[src/rtl/regfile_wb_arbiter_if.sv]
// Writeback arbiter bus: decode issue/hazard query, three writeback requesters
// and the register file write port.
interface regfile_wb_arbiter_if #(
  parameter int unsigned DATA_WIDTH = 32,
  parameter int unsigned ADDR_WIDTH = 5
);
  logic                  issue_valid;
  logic [ADDR_WIDTH-1:0] issue_rd;
  logic                  issue_ready;
  logic [ADDR_WIDTH-1:0] rs1;
  logic [ADDR_WIDTH-1:0] rs2;
  logic                  rs1_busy;
  logic                  rs2_busy;

  logic                  alu_valid;
  logic [ADDR_WIDTH-1:0] alu_rd;
  logic [DATA_WIDTH-1:0] alu_data;
  logic                  alu_ready;
  logic                  md_valid;
  logic [ADDR_WIDTH-1:0] md_rd;
  logic [DATA_WIDTH-1:0] md_data;
  logic                  md_ready;
  logic                  lsu_valid;
  logic [ADDR_WIDTH-1:0] lsu_rd;
  logic [DATA_WIDTH-1:0] lsu_data;
  logic                  lsu_ready;

  logic                  rf_we;
  logic [ADDR_WIDTH-1:0] rf_rd;
  logic [DATA_WIDTH-1:0] rf_wdata;

  modport slave (
    input  issue_valid, issue_rd, rs1, rs2,
    input  alu_valid, alu_rd, alu_data,
    input  md_valid, md_rd, md_data,
    input  lsu_valid, lsu_rd, lsu_data,
    output issue_ready, rs1_busy, rs2_busy,
    output alu_ready, md_ready, lsu_ready,
    output rf_we, rf_rd, rf_wdata
  );

  modport master (
    output issue_valid, issue_rd, rs1, rs2,
    output alu_valid, alu_rd, alu_data,
    output md_valid, md_rd, md_data,
    output lsu_valid, lsu_rd, lsu_data,
    input  issue_ready, rs1_busy, rs2_busy,
    input  alu_ready, md_ready, lsu_ready,
    input  rf_we, rf_rd, rf_wdata
  );
endinterface

[src/rtl/regfile_wb_arbiter.sv]
// Round-robin arbiter sharing the register file write port between ALU, MD and
// LSU writeback, plus the per-register busy scoreboard used for RAW/WAW stalls.
module regfile_wb_arbiter #(
  parameter int unsigned DATA_WIDTH = 32,
  parameter int unsigned ADDR_WIDTH = 5
) (
  input logic                  clk,
  input logic                  rst,
  regfile_wb_arbiter_if.slave  bus
);
  localparam int unsigned DEPTH = 2 ** ADDR_WIDTH;

  localparam logic [1:0] SRC_ALU = 2'd0;
  localparam logic [1:0] SRC_MD  = 2'd1;
  localparam logic [1:0] SRC_LSU = 2'd2;

  logic [1:0]            ptr;
  logic [1:0]            cand;
  logic [1:0]            gsel;
  logic                  gvalid;
  logic                  xfer;
  logic [ADDR_WIDTH-1:0] g_rd;
  logic [DATA_WIDTH-1:0] g_data;

  logic                  rf_we_q;
  logic [ADDR_WIDTH-1:0] rf_rd_q;
  logic [DATA_WIDTH-1:0] rf_wdata_q;

  logic [DEPTH-1:0]      busy;
  logic [DEPTH-1:0]      busy_nxt;
  logic                  issue_ok;

  function automatic logic [1:0] next_src(input logic [1:0] s);
    return (s == SRC_LSU) ? SRC_ALU : 2'(s + 2'd1);
  endfunction

  function automatic logic has_req(input logic [1:0] s, input logic a, input logic m,
                                   input logic l);
    case (s)
      SRC_ALU: return a;
      SRC_MD:  return m;
      SRC_LSU: return l;
      default: return 1'b0;
    endcase
  endfunction

  // Search ALU, MD, LSU order beginning just after the last grantee.
  always_comb begin
    gvalid = 1'b0;
    gsel   = ptr;
    cand   = next_src(ptr);
    for (int i = 0; i < 3; i++) begin
      if (!gvalid && has_req(cand, bus.alu_valid, bus.md_valid, bus.lsu_valid)) begin
        gvalid = 1'b1;
        gsel   = cand;
      end
      cand = next_src(cand);
    end
  end

  always_comb begin
    g_rd   = bus.alu_rd;
    g_data = bus.alu_data;
    case (gsel)
      SRC_MD:  begin g_rd = bus.md_rd;  g_data = bus.md_data;  end
      SRC_LSU: begin g_rd = bus.lsu_rd; g_data = bus.lsu_data; end
      default: begin g_rd = bus.alu_rd; g_data = bus.alu_data; end
    endcase
  end

  // Grants are suppressed while reset is held so nothing is consumed.
  assign xfer          = gvalid && rst;
  assign bus.alu_ready = xfer && (gsel == SRC_ALU);
  assign bus.md_ready  = xfer && (gsel == SRC_MD);
  assign bus.lsu_ready = xfer && (gsel == SRC_LSU);

  always_ff @(posedge clk or negedge rst) begin
    if (!rst) begin
      ptr        <= SRC_LSU;
      rf_we_q    <= 1'b0;
      rf_rd_q    <= '0;
      rf_wdata_q <= '0;
    end else if (xfer) begin
      ptr        <= gsel;
      rf_we_q    <= (g_rd != '0);
      rf_rd_q    <= g_rd;
      rf_wdata_q <= g_data;
    end else begin
      rf_we_q    <= 1'b0;
    end
  end

  assign bus.rf_we    = rf_we_q;
  assign bus.rf_rd    = rf_rd_q;
  assign bus.rf_wdata = rf_wdata_q;

  // A register being written this cycle is forwarded, so it reads as free.
  assign bus.rs1_busy    = busy[bus.rs1] && !(rf_we_q && (rf_rd_q == bus.rs1));
  assign bus.rs2_busy    = busy[bus.rs2] && !(rf_we_q && (rf_rd_q == bus.rs2));
  assign issue_ok        = !(busy[bus.issue_rd] && !(rf_we_q && (rf_rd_q == bus.issue_rd)));
  assign bus.issue_ready = issue_ok;

  // Clear on writeback first, then a same-cycle issue to that index re-sets it.
  always_comb begin
    busy_nxt = busy;
    if (rf_we_q) busy_nxt[rf_rd_q] = 1'b0;
    if (bus.issue_valid && issue_ok && (bus.issue_rd != '0)) busy_nxt[bus.issue_rd] = 1'b1;
    busy_nxt[0] = 1'b0;
  end

  always_ff @(posedge clk or negedge rst) begin
    if (!rst) busy <= '0;
    else      busy <= busy_nxt;
  end
endmodule

[src/flat_wrapper.sv]
// flat-port wrapper written by rule: the top's interface ports become plain ports
module regfile_wb_arbiter_flat 
#(
  parameter int unsigned DATA_WIDTH = 32,
  parameter int unsigned ADDR_WIDTH = 5
)
  (clk, rst, bus_issue_valid, bus_issue_rd, bus_rs1, bus_rs2, bus_alu_valid, bus_alu_rd, bus_alu_data, bus_md_valid, bus_md_rd, bus_md_data, bus_lsu_valid, bus_lsu_rd, bus_lsu_data, bus_issue_ready, bus_rs1_busy, bus_rs2_busy, bus_alu_ready, bus_md_ready, bus_lsu_ready, bus_rf_we, bus_rf_rd, bus_rf_wdata);
  regfile_wb_arbiter_if #(.DATA_WIDTH(DATA_WIDTH), .ADDR_WIDTH(ADDR_WIDTH)) bus_i ();
  input logic clk;
  input logic rst;
  input wire logic [$bits(bus_i.issue_valid)-1:0] bus_issue_valid;
  input wire logic [$bits(bus_i.issue_rd)-1:0] bus_issue_rd;
  input wire logic [$bits(bus_i.rs1)-1:0] bus_rs1;
  input wire logic [$bits(bus_i.rs2)-1:0] bus_rs2;
  input wire logic [$bits(bus_i.alu_valid)-1:0] bus_alu_valid;
  input wire logic [$bits(bus_i.alu_rd)-1:0] bus_alu_rd;
  input wire logic [$bits(bus_i.alu_data)-1:0] bus_alu_data;
  input wire logic [$bits(bus_i.md_valid)-1:0] bus_md_valid;
  input wire logic [$bits(bus_i.md_rd)-1:0] bus_md_rd;
  input wire logic [$bits(bus_i.md_data)-1:0] bus_md_data;
  input wire logic [$bits(bus_i.lsu_valid)-1:0] bus_lsu_valid;
  input wire logic [$bits(bus_i.lsu_rd)-1:0] bus_lsu_rd;
  input wire logic [$bits(bus_i.lsu_data)-1:0] bus_lsu_data;
  output wire logic [$bits(bus_i.issue_ready)-1:0] bus_issue_ready;
  output wire logic [$bits(bus_i.rs1_busy)-1:0] bus_rs1_busy;
  output wire logic [$bits(bus_i.rs2_busy)-1:0] bus_rs2_busy;
  output wire logic [$bits(bus_i.alu_ready)-1:0] bus_alu_ready;
  output wire logic [$bits(bus_i.md_ready)-1:0] bus_md_ready;
  output wire logic [$bits(bus_i.lsu_ready)-1:0] bus_lsu_ready;
  output wire logic [$bits(bus_i.rf_we)-1:0] bus_rf_we;
  output wire logic [$bits(bus_i.rf_rd)-1:0] bus_rf_rd;
  output wire logic [$bits(bus_i.rf_wdata)-1:0] bus_rf_wdata;
  assign bus_i.issue_valid = bus_issue_valid;
  assign bus_i.issue_rd = bus_issue_rd;
  assign bus_i.rs1 = bus_rs1;
  assign bus_i.rs2 = bus_rs2;
  assign bus_i.alu_valid = bus_alu_valid;
  assign bus_i.alu_rd = bus_alu_rd;
  assign bus_i.alu_data = bus_alu_data;
  assign bus_i.md_valid = bus_md_valid;
  assign bus_i.md_rd = bus_md_rd;
  assign bus_i.md_data = bus_md_data;
  assign bus_i.lsu_valid = bus_lsu_valid;
  assign bus_i.lsu_rd = bus_lsu_rd;
  assign bus_i.lsu_data = bus_lsu_data;
  assign bus_issue_ready = bus_i.issue_ready;
  assign bus_rs1_busy = bus_i.rs1_busy;
  assign bus_rs2_busy = bus_i.rs2_busy;
  assign bus_alu_ready = bus_i.alu_ready;
  assign bus_md_ready = bus_i.md_ready;
  assign bus_lsu_ready = bus_i.lsu_ready;
  assign bus_rf_we = bus_i.rf_we;
  assign bus_rf_rd = bus_i.rf_rd;
  assign bus_rf_wdata = bus_i.rf_wdata;
  regfile_wb_arbiter #(.DATA_WIDTH(DATA_WIDTH), .ADDR_WIDTH(ADDR_WIDTH)) u_core (.clk(clk), .rst(rst), .bus(bus_i));
endmodule
[config.mk]
export PLATFORM = sky130hd
export DESIGN_NAME = regfile_wb_arbiter_flat
export DESIGN_NICKNAME = d
export VERILOG_FILES = /design/src/rtl/regfile_wb_arbiter_if.sv /design/src/rtl/regfile_wb_arbiter.sv /design/src/flat_wrapper.sv
export SDC_FILE = /design/constraint.sdc
export NUM_CORES = 1
export LEC_CHECK = 0
export CAP_MARGIN = 20
export CORE_MARGIN = 4
export CORE_UTILIZATION = 49
export CTS_BUF_LIST = sky130_fd_sc_hd__clkbuf_8
export DETAILED_ROUTE_END_ITERATION = 12
export PLACE_DENSITY = 0.89
export SLEW_MARGIN = 30
export SYNTH_ARGS = -nofsm -noshare
export SYNTH_HDL_FRONTEND = slang
export SYNTH_SLANG_ARGS = --single-unit
[constraint.sdc]
create_clock -name clk -period 3.8 [get_ports clk]
set_clock_uncertainty 0.15 [all_clocks]
set_input_delay 0.76 -clock clk [delete_from_list [all_inputs] [get_ports clk]]
set_output_delay 0.76 -clock clk [all_outputs]
set_load 0.02 [all_outputs]
==> out/qor.csv <==
stage,metric,value,unit
placement,placed_cell_area,0.00660,sq mm
final_layout,design_area,0.00676,sq mm
worst_hold_path,min-delay-start,u_core.bus.rf_wdata[7],
final_layout,diodes,0,
power,power,3770,uW
logic_synthesis,yosysUniqueCellTypes,42,
power,ir_drop,0.282,mV
logic_synthesis,syn_area,0.00454,sq mm
detailed_routing,drtAntennaViolNets,0,
logic_synthesis,postSynthAreaPerCell,8.84,sq um
detailed_routing,vias,4846,
logic_synthesis,synth_top_area_share,38.6,%
final_layout,area_delta_synth_final,49.1,%
floorplanning,io_pins,176,
logic_synthesis,ys.flop_type,dfrtp_1,
run,maxCapViolCount,0,
detailed_routing,via_per_inst,5.98,
logic_synthesis,synth_area_leaders,"dfrtp_1, o21ai_0, mux4_2, nand2_1, a22oi_1",
floorplanning,core,0.00885,sq mm
worst_setup_path,crit_start,bus_rs2[0],
clock_tree,cts_root_buffer,clkbuf_8,
floorplanning,rows,34,
global_route,grt.busiest_layer,met2,
detailed_routing,drt_iter0_markers,296,
sta,rsz0062_at_grt,false,
clock_tree,numCtsBuffers,9,
sta,worst_slack,0.0549,ns
floorplanning,initial_core_util,51.3,%
placement,dp.cells,795,
final_layout,final_common_cell,clkdlybuf4s50_1,
worst_setup_path,r2r-start,u_core.ptr[1],
sta,max_freq,0.267,GHz
outcome,status,"complete, no violations",
detailed_routing,drt_wl_total,16600,um
sta,setup-violations-final,0,
sta,tightest_slew,0.654,ns
logic_synthesis,synth_seq_cells,71,
power,powerDensity,558,mW/mm^2
clock_tree,clk_pin_slew,0.07,ns
sta,post-route-min-period,3.75,ns
final_layout,num-nets-final,833,
sta,period_share,98.6,%
logic_synthesis,yosysWarnings,0,
placement,routabilityCongestion,0.987,
global_route,grt_max_degree,72,
logic_synthesis,synth_edf_count,0,
power,p_leak,0.00272,uW
clock_tree,cts_htree_levels,3,
sta,slew_headroom,56.4,%
floorplanning,die_area,0.0109,sq mm
worst_setup_path,cp-start-kind,input port,
logic_synthesis,syn_nets,648,
placement,dp_slack,-0.331,ns
global_route,grt_pass1_wl,26100,um
worst_setup_path,arrival,2.84,ns
final_layout,final_cells,810,
clock_tree,post-cts-setup-buffer-count,0,
global_route,grt_use_total,30.5,%
placement,dpl.hpwl,12900,um
worst_setup_path,cp-end-kind,primary output,
global_route,grt_pass1_vias,4904,
global_route,antenna_found_initial,0,
global_route,grt_use_met2,52.6,%
clock_tree,cts_sinks,71,
logic_synthesis,seq_area_frac_synth,39.2,%
logic_synthesis,synth_area_leader_cell,dfrtp_1,
placement,port_buffers,175,
clock_tree,clk_latency,0.34,ns
floorplanning,die_height,104,um
floorplanning,die_x,104,um
sta,hold_viol,0,
global_route,met1_usage,34.3,%
detailed_routing,firstDrtPassIters,5,
worst_setup_path,worstPathRequired,2.89,ns
final_layout,drive_above_1_share,12.1,%
detailed_routing,drc,0,
worst_setup_path,worstSetupPathType,in -> out,
clock_tree,hold_buffers,0,
worst_setup_path,path_max_fanout,6,
clock_tree,cts_tree,yes,
worst_hold_path,min_path_type,reg -> reg,
logic_synthesis,synth_cells,513,
clock_tree,clock_path_buffers,2,
global_route,use_met3,10.7,%
final_layout,mostFrequentLayoutCells,"clkdlybuf4s50_1, o21ai_0, nand2_1, dfrtp_1, a22oi_1",
detailed_routing,wl_per_cell,20.5,um
sta,slew_violations,0,
global_route,overflow,0,
logic_synthesis,async_flop_share,100,%
## power breakdown
part	switching [uW]	internal (uW)	leakage (uW)
registers	344	1050	0.000828
clock network	276	245	0.0000891
logic	959	902	0.00181
## worst max-delay path: stages
cell	delay, ns
clkdlybuf4s50_1	0.48
buf_6	0.15
mux4_2	0.51
mux4_2	0.50
mux2i_1	0.20
a31oi_1	0.06
buf_2	0.18
## what timing repair did
item                                    in CTS  in global routing
pin swaps                                    0                  0
endpoints found under the setup margin       4                  2
gates resized for setup                     13                  3
## cell type report
cell class                      count  area (sq um)
Tap cell                          108           135
Inverter                            7          26.3
Clock inverter                      5          26.3
Clock buffer                       10           138
Multi-Input combinational cell    394          2580
Timing Repair Buffer              215          2080
Fill cell                         623          2080
Sequential cell                    71          1780
## metal layers
layer,vias up,share of wire (%)
met2,284,50
li1,2251,-
met5,-,0
met3,47,10
met4,0,3.5
met1,2264,36
## path summary, 6_finish.rpt
path	to	slack (ns)	depth (start not counted)
worst max-delay path	bus_rs2_busy	0.05	7
worst min-delay path	u_core.bus.rf_wdata[7]	0.33	2
worst max register to register	u_core.bus.rf_we	1.28	10
worst min register to register	u_core.bus.rf_wdata[7]	0.33	2
max in group asynchronous	u_core.bus.rf_wdata[24]	2.62	2
min in group asynchronous	u_core.busy[1]	0.41	2
## state kept, by name, summed over array words and instances, names as in the netlist
signal and count:
u_core.bus.rf_we 1, u_core.busy 31, u_core.bus.rf_rd 5, u_core.ptr 2, u_core.bus.rf_wdata 32
## cell families (layout without fill, tap and decap cells)
| kind of cell | after synthesis | count (layout) | share of synthesized area, % |
|---|---|---|---|
| mux | 37 | 37 | 12.6 |
| xor+xnor | 15 | 15 | 2.90 |
| buf+inv | 48 | 237 | 4.25 |
| flops | 71 | 71 | 39.2 |
| compound gates | 200 | 200 | 25.7 |
| fa+ha+maj | 3 | 3 | 0.828 |
| simple gates | 139 | 139 | 14.5 |
## cells in the mapped netlist (all sizes together) (3+ instances only)
cell type / count
o21ai: 147
nand2: 88
dfrtp: 70
a22oi: 38
clkbuf: 28
mux2i: 19
mux4: 16
buf: 13
xor2: 12
nor2: 9
nand3b: 8
inv: 7
nor3: 6
nor4: 5
or3b: 5
nand3: 4
a21oi: 3
a31oi: 3
ha: 3
o22ai: 3
xnor2: 3
## through the flow
| step | setup TNS (ns) | hold slack, ns | utilization [%] |
|---|---|---|---|
| 2_1_floorplan | 0 | 0.313 | - |
| 3_3_place_gp | -0.724 | 0.312 | 74.5 |
| 3_5_place_dp | -0.779 | 0.319 | 74.5 |
| 4_1_cts | 0 | 0.334 | 76.3 |
| 5_1_grt | 0 | 0.357 | 76.4 |
| 6_report | 0 | 0.334 | 76.4 |
Power figures use the tool's default switching activity.
